[src/rtl/twos_comp_pkg.sv]
// ----------------------------------------------------------------------------
// twos_comp_pkg
// Shared types and helpers for the bit-serial two's-complement unit.
//   mode_e    : operation selected with each operand word
//   state_e   : control FSM states of twos_comp_serial
//   init_ctrl : decodes mode and operand MSB into {inv, carry0}
// ----------------------------------------------------------------------------
package twos_comp_pkg;

   typedef enum logic [1:0] {
      PASS = 2'b00,
      ONES = 2'b01,
      TWOS = 2'b10,
      ABS  = 2'b11
   } mode_e;

   typedef enum logic [1:0] {
      IDLE = 2'b00,
      RUN  = 2'b01,
      DONE = 2'b10
   } state_e;

   // Absolute value is a conditional negation: only negative operands
   // (MSB set) get inverted and incremented.
   function automatic logic [1:0] init_ctrl(input logic [1:0] mode, input logic msb);
      logic inv;
      logic carry0;
      inv    = 1'b0;
      carry0 = 1'b0;
      case (mode_e'(mode))
         ONES: begin
            inv = 1'b1;
         end
         TWOS: begin
            inv    = 1'b1;
            carry0 = 1'b1;
         end
         ABS: begin
            inv    = msb;
            carry0 = msb;
         end
         default: begin
            inv    = 1'b0;
            carry0 = 1'b0;
         end
      endcase
      return {inv, carry0};
   endfunction

endpackage

[src/rtl/comp_bit_cell.sv]
// ----------------------------------------------------------------------------
// comp_bit_cell
// One-bit complement/increment cell with its carry flip-flop.
// Ports:
//   clk, rst : clock and synchronous active-high reset
//   load     : seed the carry with carry0 on this edge (word accept)
//   carry0   : initial carry for the incoming word
//   a_bit    : current operand bit, LSB first
//   inv      : invert the operand bit before the increment
//   z_bit    : result bit for the current position (combinational)
// ----------------------------------------------------------------------------
module comp_bit_cell
(
   input  logic clk,
   input  logic rst,
   input  logic load,
   input  logic carry0,
   input  logic a_bit,
   input  logic inv,
   output logic z_bit
);

   logic r_carry;
   logic w_bitInv;

   assign w_bitInv = a_bit ^ inv;
   assign z_bit    = w_bitInv ^ r_carry;

   // Half-adder carry chain, one position per clock. Outside a word the
   // carry free-runs harmlessly; the accept edge always reseeds it.
   always_ff @(posedge clk) begin
      if (rst) begin
         r_carry <= 1'b0;
      end else if (load) begin
         r_carry <= carry0;
      end else begin
         r_carry <= w_bitInv & r_carry;
      end
   end

endmodule

[src/rtl/twos_comp_serial.sv]
// ----------------------------------------------------------------------------
// twos_comp_serial
// Bit-serial pass / ones' / two's complement / absolute-value unit. Accepts
// one WIDTH-bit word, walks it LSB-first through a single comp_bit_cell and
// presents the result word plus a negation-overflow flag.
// Ports:
//   clk, rst             : clock, synchronous active-high reset
//   in_valid / in_ready  : operand handshake (in_ready high only in IDLE)
//   mode, a              : operation and operand, sampled on accept
//   out_valid / out_ready: result handshake (out_valid high only in DONE)
//   z, ovf               : result and overflow, held until the next word ends
// ----------------------------------------------------------------------------
module twos_comp_serial
#(
   parameter int WIDTH = 8
)
(
   input  logic             clk,
   input  logic             rst,
   input  logic             in_valid,
   output logic             in_ready,
   input  logic [1:0]       mode,
   input  logic [WIDTH-1:0] a,
   output logic             out_valid,
   input  logic             out_ready,
   output logic [WIDTH-1:0] z,
   output logic             ovf
);

   import twos_comp_pkg::*;

   localparam int CNT_W = $clog2(WIDTH);

   state_e             r_state;
   state_e             w_nextState;
   logic [CNT_W-1:0]   r_cnt;
   logic [WIDTH-1:0]   r_opA;
   logic [WIDTH-1:0]   r_shift;
   logic [WIDTH-1:0]   r_z;
   logic               r_inv;
   logic               r_carry0;
   logic               r_msb;
   logic               r_ovf;
   logic               w_accept;
   logic               w_lastBit;
   logic               w_zBit;
   logic [1:0]         w_ctrl;

   assign w_accept  = (r_state == IDLE) && in_valid;
   assign w_lastBit = (r_state == RUN) && (r_cnt == CNT_W'(WIDTH - 1));
   assign w_ctrl    = init_ctrl(mode, a[WIDTH-1]);

   assign in_ready  = (r_state == IDLE);
   assign out_valid = (r_state == DONE);
   assign z         = r_z;
   assign ovf       = r_ovf;

   comp_bit_cell u_cell (
      .clk    (clk),
      .rst    (rst),
      .load   (w_accept),
      .carry0 (w_ctrl[0]),
      .a_bit  (r_opA[0]),
      .inv    (r_inv),
      .z_bit  (w_zBit)
   );

   // State register.
   always_ff @(posedge clk) begin
      if (rst) begin
         r_state <= IDLE;
      end else begin
         r_state <= w_nextState;
      end
   end

   // Next-state logic: accept in IDLE, leave RUN after the MSB, and wait
   // in DONE for as long as the consumer applies backpressure.
   always_comb begin
      w_nextState = r_state;
      case (r_state)
         IDLE: begin
            if (w_accept) begin
               w_nextState = RUN;
            end
         end
         RUN: begin
            if (w_lastBit) begin
               w_nextState = DONE;
            end
         end
         DONE: begin
            if (out_ready) begin
               w_nextState = IDLE;
            end
         end
         default: begin
            w_nextState = IDLE;
         end
      endcase
   end

   // Datapath. Result bits collect in r_shift while running and are copied
   // to r_z only on the final edge, so z never shows a partial word and a
   // reset mid-word leaves nothing behind.
   always_ff @(posedge clk) begin
      if (rst) begin
         r_cnt    <= '0;
         r_opA    <= '0;
         r_shift  <= '0;
         r_z      <= '0;
         r_inv    <= 1'b0;
         r_carry0 <= 1'b0;
         r_msb    <= 1'b0;
         r_ovf    <= 1'b0;
      end else if (w_accept) begin
         r_cnt    <= '0;
         r_opA    <= a;
         r_inv    <= w_ctrl[1];
         r_carry0 <= w_ctrl[0];
         r_msb    <= a[WIDTH-1];
      end else if (r_state == RUN) begin
         r_cnt   <= r_cnt + CNT_W'(1);
         r_opA   <= {1'b0, r_opA[WIDTH-1:1]};
         r_shift <= {w_zBit, r_shift[WIDTH-1:1]};
         if (w_lastBit) begin
            r_z   <= {w_zBit, r_shift[WIDTH-1:1]};
            r_ovf <= r_carry0 & r_msb & w_zBit;
         end
      end
   end

endmodule

[config.mk]
export PLATFORM = sky130hd
export DESIGN_NAME = twos_comp_serial
export DESIGN_NICKNAME = d
export VERILOG_FILES = /design/src/rtl/twos_comp_pkg.sv /design/src/rtl/comp_bit_cell.sv /design/src/rtl/twos_comp_serial.sv
export SDC_FILE = /design/constraint.sdc
export NUM_CORES = 1
export LEC_CHECK = 0
export BUFFER_PORTS_ARGS = -buffer_cell sky130_fd_sc_hd__buf_4
export CORE_ASPECT_RATIO = 0.9
export CORE_UTILIZATION = 45
export CTS_CLUSTER_SIZE = 14
export DETAILED_ROUTE_END_ITERATION = 10
export GPL_TIMING_DRIVEN = 0
export HOLD_SLACK_MARGIN = 0.06
export PLACE_DENSITY = 0.67
export SYNTH_ARGS = -nofsm -noshare
export SYNTH_HDL_FRONTEND = slang
export SYNTH_SLANG_ARGS = --single-unit
[constraint.sdc]
create_clock -name clk -period 2.2 [get_ports clk]
set_input_delay 0.44 -clock clk [delete_from_list [all_inputs] [get_ports clk]]
set_output_delay 0.44 -clock clk [all_outputs]
set_load 0.02 [all_outputs]
Word level (Yosys, flattened, before mapping)
Cells that the tools add are included.
{"block": "word_totals", "reg_bits": 34, "input_bits": 14, "output_inout_bits": 11, "word_cells": 44}
{"block": "op_classes", "n_addsub": 1, "n_eq_ne": 9, "n_mux": 9, "n_bitwise": 6, "n_reduce_logical": 9}
{"operator": "8-bit two-way mux", "n": 2}
{"operator": "2-bit == test, second input constant", "n": 3}
{"operator": "2-bit two-way mux", "n": 3}
{"operator": "2-bit one-hot mux with 3 select lines", "n": 1}
{"operator": "3-bit AND reduction", "n": 2}
{"operator": "2-bit by 1-bit == test with 1-bit output, second input constant", "n": 2}
{"operator": "2-bit by 1-bit inequality test with 1-bit output, second input constant", "n": 2}
{"operator": "1-bit one-hot mux with 2 select lines", "n": 2}
{"operator": "2-bit OR reduction", "n": 2}
{"operator": "3-bit by 1-bit adder with 3-bit output, second input constant", "n": 1}
{"operator": "1-bit bitwise AND", "n": 3}
{"operator": "3-bit == test, second input constant", "n": 1}
{"operator": "1-bit logical AND", "n": 2}
{"operator": "2-bit logical NOT", "n": 1}
{"operator": "2-bit inequality test, second input constant", "n": 1}
{"operator": "2-bit AND reduction", "n": 1}
{"operator": "2-bit nonzero test", "n": 1}
{"operator": "1-bit bitwise XOR", "n": 2}
{"operator": "1-bit two-way mux", "n": 1}
{"operator": "1-bit inverter", "n": 1}

Longest topological paths before layout
Gate-level depths: netlist of run 1.
{"block": "depth", "depth_word": 4, "mapped_depth": 7, "mapped_depth_nobuf": 5}

Hierarchy
From an unflattened synthesis of run 1, not the netlist that was laid out.
{"block": "hier_totals", "hier_cells": 168, "area_unflattened_um2": 1396.3}
{"module": "twos_comp_serial", "n_inst": 1, "cells_each": 163, "area_per_inst_um2": 1341.3, "seq_area_each_um2": 640.6}
{"module": "comp_bit_cell", "n_inst": 1, "cells_each": 5, "area_per_inst_um2": 55.1, "seq_area_each_um2": 20.0}

Worst setup path after synthesis of run 1
Ideal clock, no wire load.
{"block": "synth_timing", "path_kind": "flip-flop to flip-flop", "from": "register r_cnt[0]", "to": "register r_z[7] (netlist: z[7])", "setup_time_ps": 71, "arrival_time_ps": 1414, "t_required_ps": 2129, "slack_ps": 715, "path_stages_with_launch": 8, "path_buffers": 2, "period_less_slack_ps": 1485, "cell_sequence": "dfxtp_1 ha_1 ha_1 clkbuf_1 nand3b_1 clkbuf_1 nand2_1 a21oi_1"}
{"block": "synth_via", "elab_chain_cells": 3}
{"item": "from (decl)", "line": "twos_comp_serial.sv:36", "source": "logic [CNT_W-1:0] r_cnt;"}
{"item": "from (signal assigned)", "line": "twos_comp_serial.sv:123", "source": "r_cnt <= r_cnt + CNT_W'(1);"}
{"item": "3-bit == test", "line": "twos_comp_serial.sv:50", "source": "assign w_lastBit = (r_state == RUN) && (r_cnt == CNT_W'(WIDTH - 1));"}
{"item": "1-bit logical AND", "line": "twos_comp_serial.sv:50"}
{"item": "3-bit AND reduction (no source line)"}
{"item": "to (signal assigned)", "line": "twos_comp_serial.sv:127", "source": "r_z <= {w_zBit, r_shift[WIDTH-1:1]};"}
{"item": "to (decl)", "line": "twos_comp_serial.sv:39", "source": "logic [WIDTH-1:0] r_z;"}
Every way passes these cells.
A chain may end at the register's enable or synchronous reset.

Worst setup path after layout of run 1
{"block": "layout_timing", "from": "register r_cnt[0]", "to": "register r_z[6] (netlist: z[6])"}
Same word-level chain as after synthesis.

==> results of run 1 <==
worst paths after layout:
| path | start | to | slack, ns | depth (start not counted) |
|---|---|---|---|---|
| min | rst | r_cnt[2] | 0.29 | 2 |
| min reg2reg | r_opA[5] | r_opA[4] | 0.46 | 2 |
| max | r_cnt[0] | z[6] | 0.37 | 7 |
| max reg2reg | r_cnt[0] | z[6] | 0.37 | 7 |
cell type report:
class | count | area (um2)
fill | 274 | 1170
sequential | 33 | 661
multi-input combinational | 116 | 647
timing repair buffer | 24 | 180
buffer | 12 | 65.1
clock buffer | 7 | 55.1
tap | 40 | 50.0
inverter | 2 | 7.51
stage by stage:
stage,area [um2],util [%],hold slack [ns],setup WS [ns]
after floorplan,1380,-,0.437,0.715
after global placement,1610,56.7,0.442,0.446
after detailed placement,1610,56.7,0.450,0.391
after CTS,1670,58.7,0.290,0.361
after global routing,1670,58.7,0.289,0.189
final,1670,58.7,0.294,0.375
flip-flops by register name (all words and copies together), names as in the netlist:
name and flops:
ovf 1, r_shift 7, r_msb 1, r_opA 8
u_cell.r_carry 1, r_state 2, r_carry0 1, r_inv 1
r_cnt 3, z 8
layout by cell type, fill, tap and decap left out, types with 2 or more instances in the layout:
cell	n
sky130_fd_sc_hd__buf_6	2
sky130_fd_sc_hd__nor2_1	9
sky130_fd_sc_hd__clkbuf_4	5
sky130_fd_sc_hd__nand2_1	32
sky130_fd_sc_hd__clkbuf_1	7
sky130_fd_sc_hd__o21a_1	3
sky130_fd_sc_hd__buf_2	4
sky130_fd_sc_hd__or2b_1	2
sky130_fd_sc_hd__dfxtp_1	33
sky130_fd_sc_hd__buf_4	24
sky130_fd_sc_hd__ha_1	6
sky130_fd_sc_hd__a211oi_1	6
sky130_fd_sc_hd__a21oi_1	30
sky130_fd_sc_hd__nand2b_1	2
sky130_fd_sc_hd__nand3_1	9
sky130_fd_sc_hd__mux2i_1	2
sky130_fd_sc_hd__inv_1	2
sky130_fd_sc_hd__nor3_1	4
layer usage:
layer	global-route usage, %	share of wire (%)	vias up
met3	8.51	5.2	8
li1	-	-	612
met1	26.6	51	551
met2	31.3	41	31
met5	0	0	-
met4	8.14	2.1	0
cell families (layout without fill, tap and decap cells):
logic type | Yosys count | in the layout | synth area share (%)
AOI/OAI and AO/OA | 40 | 40 | 16.5
xor gates and xnor gates | 2 | 2 | 1.27
adders and majority gates | 6 | 6 | 5.44
buffers and inverters | 14 | 45 | 5.26
DFF | 33 | 33 | 47.9
muxes | 2 | 2 | 1.45
and+or+nand+nor | 66 | 66 | 22.2
power groups by stage:
stage               Clock (W)  Combinational (W)  Sequential [W]
finish               0.000344           0.000143        0.000634
global route         0.000382           0.000162        0.000636
CTS                  0.000348           0.000142        0.000633
detailed placement          0           0.000141        0.000647
global placement            0           0.000138        0.000647
floorplan                   0          0.0000961        0.000644
==> impl_summary.txt, run 1 <==
----------------------------------------------------
[Timing]
  Final setup violation count ... 0
  TNS Setup ... 0 ns
  Post-route minimum period ... 1.83 ns
  RSZ-0062 raised after global routing ... no
  Highest attainable clock frequency ... 548 MHz
  Post-route clock skew ... 0.00976 ns
  Worst Tran Pin Value ... 0.502 ns
  Endpoints failing hold ... 0
  Total count of max-transition violations in the final report ... 0
  Relative slew slack ... 66.6%
  Share of the clock period used by the worst path after layout ... 83.0%

[Synth]
  Synth unique cells ... 27
  Part of the Yosys area used for sequential elements ... 47.9%
  Portion of synthesized cell area occupied by the leading cell type ... 47.9%
  Netlist area before placement ... 1380 um2
  Count of warnings emitted by yosys ... 0
  Count of flip-flops with a built-in enable after synthesis ... 0
  Seq cells post-synth ... 33
  Fraction of registers with async set/reset ... 0%
  Cell taking the most area after synthesis ... sky130_fd_sc_hd__dfxtp_1
  Top cells by count, synth ... sky130_fd_sc_hd__dfxtp_1 (33), sky130_fd_sc_hd__nand2_1 (32), sky130_fd_sc_hd__a21oi_1 (30)
  Cell count after synthesis ... 163
  Cell types with the largest area share after synthesis ... sky130_fd_sc_hd__dfxtp_1 (48%), sky130_fd_sc_hd__a21oi_1 (11%), sky130_fd_sc_hd__nand2_1 (8.7%)
  Synthesized Nets ... 183
  Synthesized area per cell ... 8.47 um2
  Count leader, synth ... sky130_fd_sc_hd__dfxtp_1
  Dominant synthesized flop cell ... sky130_fd_sc_hd__dfxtp_1

[Status]
  Run status ... complete, no violations

[Final layout]
  # nets final ... 214
  Share of final-layout standard cells stronger than drive strength 1 ... 20.6%
  Layout-stage area growth over the synthesis result ... 20.7%
  Non-Filler Instances ... 234
  Diode count ... 0

[CTS]
  Cells resized by post-CTS repair ... 0
  CTS tree ... done
  Buffers inserted by post-CTS timing repair ... 0
  Clock sink count ... 33
  Clock root cell ... sky130_fd_sc_hd__clkbuf_4
  Hold Buf Count CTS ... 0
  Clock transition at the registers of the reported paths ... 0.09 ns
  TritonCTS Buffers ... 5
  Maximum level of the CTS H-tree ... 2
  Skew-Pair Late Insertion Delay ... 0.34 ns
  Worst-case clock buffer depth ... 2

[Power and ir drop]
  Static Leak ... 0.673 nW
  Clock network fraction of total power ... 30.7%
  Power density relative to cell area ... 673 nW/um2
  Worst IR drop on VDD ... 0.000441 V
  Reported net switching power ... 0.000284 W
  Switching share of power ... 25.4%
  Total power after layout ... 0.00112 W
  Proportion of power drawn by combinational gates ... 12.7%
  Flop pwr share ... 56.6%
  Internal power summed over all cells ... 0.000836 W

[Die]
  Die Y-Extent ... 54.5 um
  Site row count ... 18
  Die X-Extent ... 60.4 um
  Number of ports placed on the die boundary ... 25
  Die outline area ... 3290 um2
  Effective utilization at floorplan ... 48.6%
  Area of the core region ... 2840 um2

[Critical path]
  Category of the critical setup timing path ... reg -> reg
  Slowest cell on crit path ... sky130_fd_sc_hd__clkbuf_1
  Setup crit end kind ... flip-flop
  Startpoint types ... flip-flop
  Maximum fanout count along the critical path ... 10
  Top Family by Delay on Critical Path ... buffers and inverters
  Crit path largest cell delay ... 0.36 ns
  Data required, critical path ... 2.46 ns
  Critical path buffers and inverters ... 2
  Crit path arrival time ... 2.09 ns
  Critical path, cell by cell ... ha_1, ha_1, clkbuf_1, nand3b_1, clkbuf_1, nand2_1, a21oi_1

[Global route]
  Sum of overflow across all layers after global routing ... 0
  First-pass GRT wire length ... 4820 um
  Vias in the first global route ... 1,049
  Initial antenna violation count ... 0
  GRT Resource Usage Total ... 20.9%
  Largest net degree at the start of global routing ... 11

[Place]
  Cells after DPL ... 227
  Port-buffer cells ... 24
  Weighted congestion at the end of routability-driven global placement ... 0.763
  Dpl hpwl ... 1970 um

[Route]
  Number of optimization iterations in the first detailed-route pass ... 4
  Mean number of vias per cell ... 5.14
  Count of nets left with antenna violations after detail routing ... 0
  DR iter-0 viols ... 61
  Number of vias after detailed routing ... 1,202
  Wirelength per Cell ... 12.0 um
  Number of remaining DRC errors ... 0
  Detailed-route wire length ... 2800 um

[Flow run]
  Number of maximum-capacitance violations ... 0

[Hold path]
  Class of the tightest hold or removal check ... in -> reg

----------------------------------------------------
No activity file was read; power rests on OpenSTA's default activity.
==> run 2, diff against run 1 <==
--- a/config.mk
+++ b/config.mk
@@ -12,7 +12,7 @@
 export DETAILED_ROUTE_END_ITERATION = 10
 export GPL_TIMING_DRIVEN = 0
 export HOLD_SLACK_MARGIN = 0.06
-export PLACE_DENSITY = 0.67
+export PLACE_DENSITY = 0.69
 export SYNTH_ARGS = -nofsm -noshare
 export SYNTH_HDL_FRONTEND = slang
 export SYNTH_SLANG_ARGS = --single-unit
==> constraint.sdc (replaced) <==
create_clock -name clk -period 1.5 [get_ports clk]
set_input_delay 0.3 -clock clk [delete_from_list [all_inputs] [get_ports clk]]
set_output_delay 0.3 -clock clk [all_outputs]
set_load 0.02 [all_outputs]
==> run 2 against run 1 <==
Compared with the run above: register-to-register slack got worse by 0.31 ns; design area rose by 3.2%; routed wire length grew 3.0%; critical endpoint is now r_inv; largest cell class is now multi-input gates.
==> impl_summary.txt, run 2 (synthesis results as in run 1) <==
----------------------------------------------------
[CTS]
  Worst-case clock buffer depth ... 2
  TritonCTS Buffers ... 5
  Clock transition at the registers of the reported paths ... 0.10 ns
  CTS tree ... done
  Clock root cell ... sky130_fd_sc_hd__clkbuf_4
  Skew-Pair Late Insertion Delay ... 0.34 ns
  Hold Buf Count CTS ... 0
  Maximum level of the CTS H-tree ... 2
  Clock sink count ... 33

[Timing]
  Share of the clock period used by the worst path after layout ... 95.9%
  Worst Tran Pin Value ... 0.484 ns
  Highest attainable clock frequency ... 695 MHz
  Worst path setup slack after routing ... 0.0609 ns
  Post-route clock skew ... 0.00462 ns
  Endpoints failing hold ... 0
  Post-route minimum period ... 1.44 ns
  Relative slew slack ... 67.7%
  RSZ-0062 raised after global routing ... yes
  Final setup violation count ... 0
  Total count of max-transition violations in the final report ... 0

[Route]
  Wirelength per Cell ... 12.3 um
  Number of optimization iterations in the first detailed-route pass ... 4
  Number of remaining DRC errors ... 0
  Mean number of vias per cell ... 5.05
  Detailed-route wire length ... 2890 um
  DR iter-0 viols ... 39
  Count of nets left with antenna violations after detail routing ... 0
  Number of vias after detailed routing ... 1,186

[Place]
  Dpl hpwl ... 1980 um
  Port-buffer cells ... 24
  Cells after DPL ... 227
  Setup Slack @ Placement ... -0.297 ns
  Area after DPL ... 1610 um2
  Weighted congestion at the end of routability-driven global placement ... 0.765

[Die]
  Die outline area ... 3290 um2
  Number of ports placed on the die boundary ... 25
  Site row count ... 18
  Area of the core region ... 2840 um2
  Effective utilization at floorplan ... 48.6%
  Die X-Extent ... 60.4 um
  Die Y-Extent ... 54.5 um

[Final layout]
  Layout-stage area growth over the synthesis result ... 24.6%
  Most common cell after layout, fill and taps aside ... sky130_fd_sc_hd__nand2_1
  # nets final ... 215
  Area taken by flip-flops and latches ... 663 um2
  Leading cell types in the layout, fill and taps excluded ... sky130_fd_sc_hd__nand2_1 (32), sky130_fd_sc_hd__dfxtp_1 (31), sky130_fd_sc_hd__a21oi_1 (29), sky130_fd_sc_hd__buf_4 (25)
  Non-Filler Instances ... 235
  Post-Layout Inst Area ... 1720 um2
  Share of final-layout standard cells stronger than drive strength 1 ... 26.7%
  FILL cells ... 282
  Diode count ... 0
  Area of the multi-input gates ... 678 um2

[Critical path]
  Startpoint types ... flip-flop
  Slowest cell on crit path ... sky130_fd_sc_hd__or3b_4
  Crit path largest cell delay ... 0.36 ns
  Critical path, cell by cell ... buf_6, or3b_4, buf_6, or3_4, a21oi_2
  Category of the critical setup timing path ... reg -> reg
  Maximum fanout count along the critical path ... 5
  Setup crit end kind ... flip-flop
  Data required, critical path ... 1.77 ns
  Cell mode on critical path ... sky130_fd_sc_hd__buf_6
  Crit path arrival time ... 1.71 ns

[Global route]
  First-pass GRT wire length ... 4630 um
  Sum of overflow across all layers after global routing ... 0
  Vias in the first global route ... 996
  Largest net degree at the start of global routing ... 11
  Initial antenna violation count ... 0
  GRT Resource Usage Total ... 20.3%

[Power and ir drop]
  Power density relative to cell area ... 965 nW/um2
  Static Leak ... 0.692 nW
  Worst IR drop on VDD ... 0.000509 V

[Hold path]
  Class of the tightest hold or removal check ... in -> reg

[Status]
  Run status ... complete, no violations

[Flow run]
  Number of maximum-capacitance violations ... 0

----------------------------------------------------
## run 2: final timing paths
kind	start	to	slack, ns	depth (start not counted)
max	r_state[0]	r_inv	0.06	5
min	rst	r_cnt[2]	0.16	2
max reg2reg	r_state[0]	r_inv	0.06	5
min reg2reg	z[1]	z[1]	0.46	2
## run 2: per-layer routing
metal / global-route usage, % / wire length (um)
met4: 8.14 / 59
met1: 25.6 / 1410
met5: 0 / 0
met2: 30.6 / 1280
met3: 8.51 / 135
## run 2: power breakdown
group          total [W]  internal (W)  switching, W
Combinational   0.000223      0.000106      0.000117
Clock           0.000504      0.000221      0.000283
Sequential      0.000931      0.000911     0.0000198
Total            0.00166       0.00124      0.000421
## run 2: what timing repair did
action | 4_1_cts | 5_1_grt
pin swaps | 0 | 0
endpoints found under the setup margin | 13 | 17
cloned | 0 | 1
endpoints found under the hold margin | 0 | 0
buffers inserted | 0 | 1
resized for setup | 4 | 12
## run 2: area by class of cell
type | count | area share (%)
inverter | 2 | 0.437
sequential | 33 | 38.6
clock buffer | 7 | 3.20
tap | 40 | 2.91
timing repair buffer | 26 | 11.4
buffer | 11 | 4.00
multi-input combinational | 116 | 39.4
## run 2: through the flow
step                 TNS, ns  hold WS (ns)  utilization (%)  total power, W
CTS                        0         0.147             58.9         0.00165
detailed placement     -2.86         0.449             56.7         0.00116
global placement       -2.31         0.444             56.7         0.00115
global route        -0.00494         0.135             60.6         0.00175
finish                     0         0.159             60.6         0.00166
floorplan                  0         0.379                -         0.00109
## run 2: worst max-delay path: cells and delay by family, from the launching register on
kind                   cells  cell delay (ns)
and+or+nand+nor            2             0.68
buffers and inverters      2             0.25
DFF                        1             0.33
AOI/OAI and AO/OA          1             0.11
==> run 3, diff against run 2 <==
--- a/config.mk
+++ b/config.mk
@@ -5,14 +5,17 @@
 export SDC_FILE = /design/constraint.sdc
 export NUM_CORES = 1
 export LEC_CHECK = 0
+export ABC_AREA = 1
 export BUFFER_PORTS_ARGS = -buffer_cell sky130_fd_sc_hd__buf_4
+export CELL_PAD_IN_SITES_DETAIL_PLACEMENT = 1
+export CELL_PAD_IN_SITES_GLOBAL_PLACEMENT = 2
 export CORE_ASPECT_RATIO = 0.9
-export CORE_UTILIZATION = 45
+export CORE_UTILIZATION = 28
 export CTS_CLUSTER_SIZE = 14
 export DETAILED_ROUTE_END_ITERATION = 10
 export GPL_TIMING_DRIVEN = 0
 export HOLD_SLACK_MARGIN = 0.06
-export PLACE_DENSITY = 0.69
+export PLACE_DENSITY_LB_ADDON = 0.1
 export SYNTH_ARGS = -nofsm -noshare
 export SYNTH_HDL_FRONTEND = slang
 export SYNTH_SLANG_ARGS = --single-unit
==> run 3 against run 2 <==
Compared with the run above: worst hold slack improved by 0.057 ns; critical path depth is 2 lower; synthesized cell count grew 19%; critical endpoint is now out_valid; sequential power rose by 3.1%; clock-buffer cell count decreased by 1; synthesized area up 8.7%.
==> impl_summary.txt, run 3 <==
----------------------------------------------------
[Synth]
  Top cells by count, synth ... sky130_fd_sc_hd__nand2_1 (34), sky130_fd_sc_hd__dfxtp_1 (33), sky130_fd_sc_hd__nor2_1 (33)
  Synthesized area per cell ... 7.73 um2
  Count leader, synth ... sky130_fd_sc_hd__nand2_1
  Count of flip-flops with a built-in enable after synthesis ... 0
  Dominant synthesized flop cell ... sky130_fd_sc_hd__dfxtp_1
  Synthesized Nets ... 214
  Synth unique cells ... 23
  Netlist area before placement ... 1500 um2
  Cell taking the most area after synthesis ... sky130_fd_sc_hd__dfxtp_1
  Count of warnings emitted by yosys ... 0
  Part of the Yosys area used for sequential elements ... 44.0%
  Seq cells post-synth ... 33
  Cell types with the largest area share after synthesis ... sky130_fd_sc_hd__dfxtp_1 (44%), sky130_fd_sc_hd__nand2_1 (8.5%), sky130_fd_sc_hd__nor2_1 (8.3%)
  Cell count after synthesis ... 194
  Fraction of registers with async set/reset ... 0%
  Portion of synthesized cell area occupied by the leading cell type ... 44.0%

[CTS]
  Buffers inserted by post-CTS timing repair ... 0
  CTS tree ... done
  Worst-case clock buffer depth ... 2
  Skew-Pair Late Insertion Delay ... 0.28 ns
  TritonCTS Buffers ... 5
  Clock sink count ... 33
  Hold Buf Count CTS ... 0
  Clock root cell ... sky130_fd_sc_hd__clkbuf_8
  Maximum level of the CTS H-tree ... 2
  Clock transition at the registers of the reported paths ... 0.07 ns

[Final layout]
  FILL cells ... 655
  Layout-stage area growth over the synthesis result ... 23.1%
  Most common cell after layout, fill and taps aside ... sky130_fd_sc_hd__nand2_1
  Share of final-layout standard cells stronger than drive strength 1 ... 25.7%
  Leading cell types in the layout, fill and taps excluded ... sky130_fd_sc_hd__nand2_1 (34), sky130_fd_sc_hd__nor2_1 (33), sky130_fd_sc_hd__dfxtp_1 (32), sky130_fd_sc_hd__buf_4 (23), sky130_fd_sc_hd__nand3_1 (18)
  Diode count ... 0
  # nets final ... 245
  Post-Layout Inst Area ... 1850 um2

[Flow run]
  Number of maximum-capacitance violations ... 0

[Place]
  Setup Slack @ Placement ... 0.0376 ns
  Area after DPL ... 1750 um2
  Dpl hpwl ... 2730 um
  Port-buffer cells ... 23
  Weighted congestion at the end of routability-driven global placement ... 0.713

[Timing]
  Final setup violation count ... 0
  RSZ-0062 raised after global routing ... no
  Share of the clock period used by the worst path after layout ... 94.2%
  Endpoints failing hold ... 0
  Worst path setup slack after routing ... 0.0877 ns
  Post-route clock skew ... 0.00556 ns
  Relative slew slack ... 56.6%
  Post-route minimum period ... 1.41 ns
  Highest attainable clock frequency ... 708 MHz
  Worst Tran Pin Value ... 0.651 ns
  Worst hold margin ... 0.216 ns
  Total count of max-transition violations in the final report ... 0
  TNS Setup ... 0 ns

[Route]
  DR iter-0 viols ... 40
  Number of vias after detailed routing ... 1,316
  Number of remaining DRC errors ... 0
  Count of nets left with antenna violations after detail routing ... 0
  Number of optimization iterations in the first detailed-route pass ... 4
  Wirelength per Cell ... 13.2 um
  Mean number of vias per cell ... 4.52
  Detailed-route wire length ... 3840 um

[Die]
  Number of ports placed on the die boundary ... 25
  Die Y-Extent ... 71.4 um
  Die X-Extent ... 79.2 um
  Effective utilization at floorplan ... 30.1%
  Die outline area ... 5650 um2
  Site row count ... 24
  Area of the core region ... 4980 um2

[Power and ir drop]
  Total power after layout ... 0.00191 W
  Power density relative to cell area ... 1030 nW/um2
  Worst IR drop on VDD ... 0.000340 V
  Static Leak ... 0.862 nW

[Global route]
  GRT Resource Usage Total ... 15.4%
  Vias in the first global route ... 1,416
  First-pass GRT wire length ... 6660 um
  Largest net degree at the start of global routing ... 11
  Sum of overflow across all layers after global routing ... 0
  Initial antenna violation count ... 0

[Critical path]
  Data required, critical path ... 1.20 ns
  Startpoint types ... flip-flop
  Crit path arrival time ... 1.11 ns
  Setup crit end kind ... output pin
  Maximum fanout count along the critical path ... 9
  Category of the critical setup timing path ... reg -> out

[Status]
  Run status ... complete, no violations

[Hold path]
  Class of the tightest hold or removal check ... in -> reg

----------------------------------------------------
## run 3: cell count changes after synthesis, moves of 6 or more
cell / previous run / this run
sky130_fd_sc_hd__a211oi_1: 6 / 0
sky130_fd_sc_hd__a21oi_1: 30 / 10
sky130_fd_sc_hd__inv_1: 2 / 15
sky130_fd_sc_hd__nand2_2: 0 / 6
sky130_fd_sc_hd__nand3_1: 9 / 18
sky130_fd_sc_hd__nor2_1: 9 / 33
sky130_fd_sc_hd__o21ai_0: 0 / 13
## run 3: kinds of logic after synthesis
| kind of cell | count (synthesis) | synth area share [%] |
|---|---|---|
| and+or+nand+nor | 97 | 29.4 |
| DFF | 33 | 44.0 |
| AOI/OAI and AO/OA | 31 | 11.8 |
| buffers and inverters | 25 | 8.59 |
| adders and majority gates | 6 | 5.00 |
| xor gates and xnor gates | 2 | 1.17 |
## run 3: path summary, 6_finish.rpt
kind	slack, ns	to	from	cells after the start
min reg2reg	0.47	r_carry0	r_carry0	2
max	0.09	out_valid	r_state[1]	3
max reg2reg	0.15	ovf	r_cnt[0]	6
min	0.22	z[7]	rst	2
## run 3: worst max-delay path, stage by stage (launching register included)
cell and delay, ns:
sky130_fd_sc_hd__dfxtp_2 0.40, sky130_fd_sc_hd__inv_2 0.13, sky130_fd_sc_hd__nor2_1 0.14, sky130_fd_sc_hd__buf_4 0.16
## run 3: routing by layer
layer / vias up / global-route usage [%] / routed length (um)
met4: 0 / 4.85 / 27
met5: - / 0 / 0
li1: 677 / - / -
met1: 617 / 19.7 / 1910
met2: 18 / 25.5 / 1770
met3: 4 / 3.95 / 129
## run 3: what timing repair did
item | 4_1_cts | 5_1_grt
cloned | 0 | 1
pin swaps | 0 | 1
endpoints found under the setup margin | 1 | 9
gates resized for setup | 1 | 1
## run 3: cell type report
type	count	area (um2)	share of cell area, %
Multi-Input combinational cell	137	719	39.0
Sequential cell	33	662	35.8
Timing Repair Buffer	23	173	9.35
Clock inverter	2	10.0	0.542
Tap cell	65	81.3	4.40
Clock buffer	6	72.6	3.93
Buffer	8	62.6	3.39
Inverter	17	66.3	3.59
## run 3: power by group
group,switching [W],internal [W],total (W)
Combinational,0.000178,0.000122,0.000299
Clock,0.000326,0.000321,0.000647
Sequential,0.0000319,0.000928,0.000960
Total,0.000535,0.00137,0.00191
## run 3: metrics by stage
step                      std cells  utilization [%]
after floorplan                 194                -
after global placement          282             35.2
after detailed placement        282             35.2
after CTS                       290             36.9
after global routing            291             37.0
final                           291             37.0
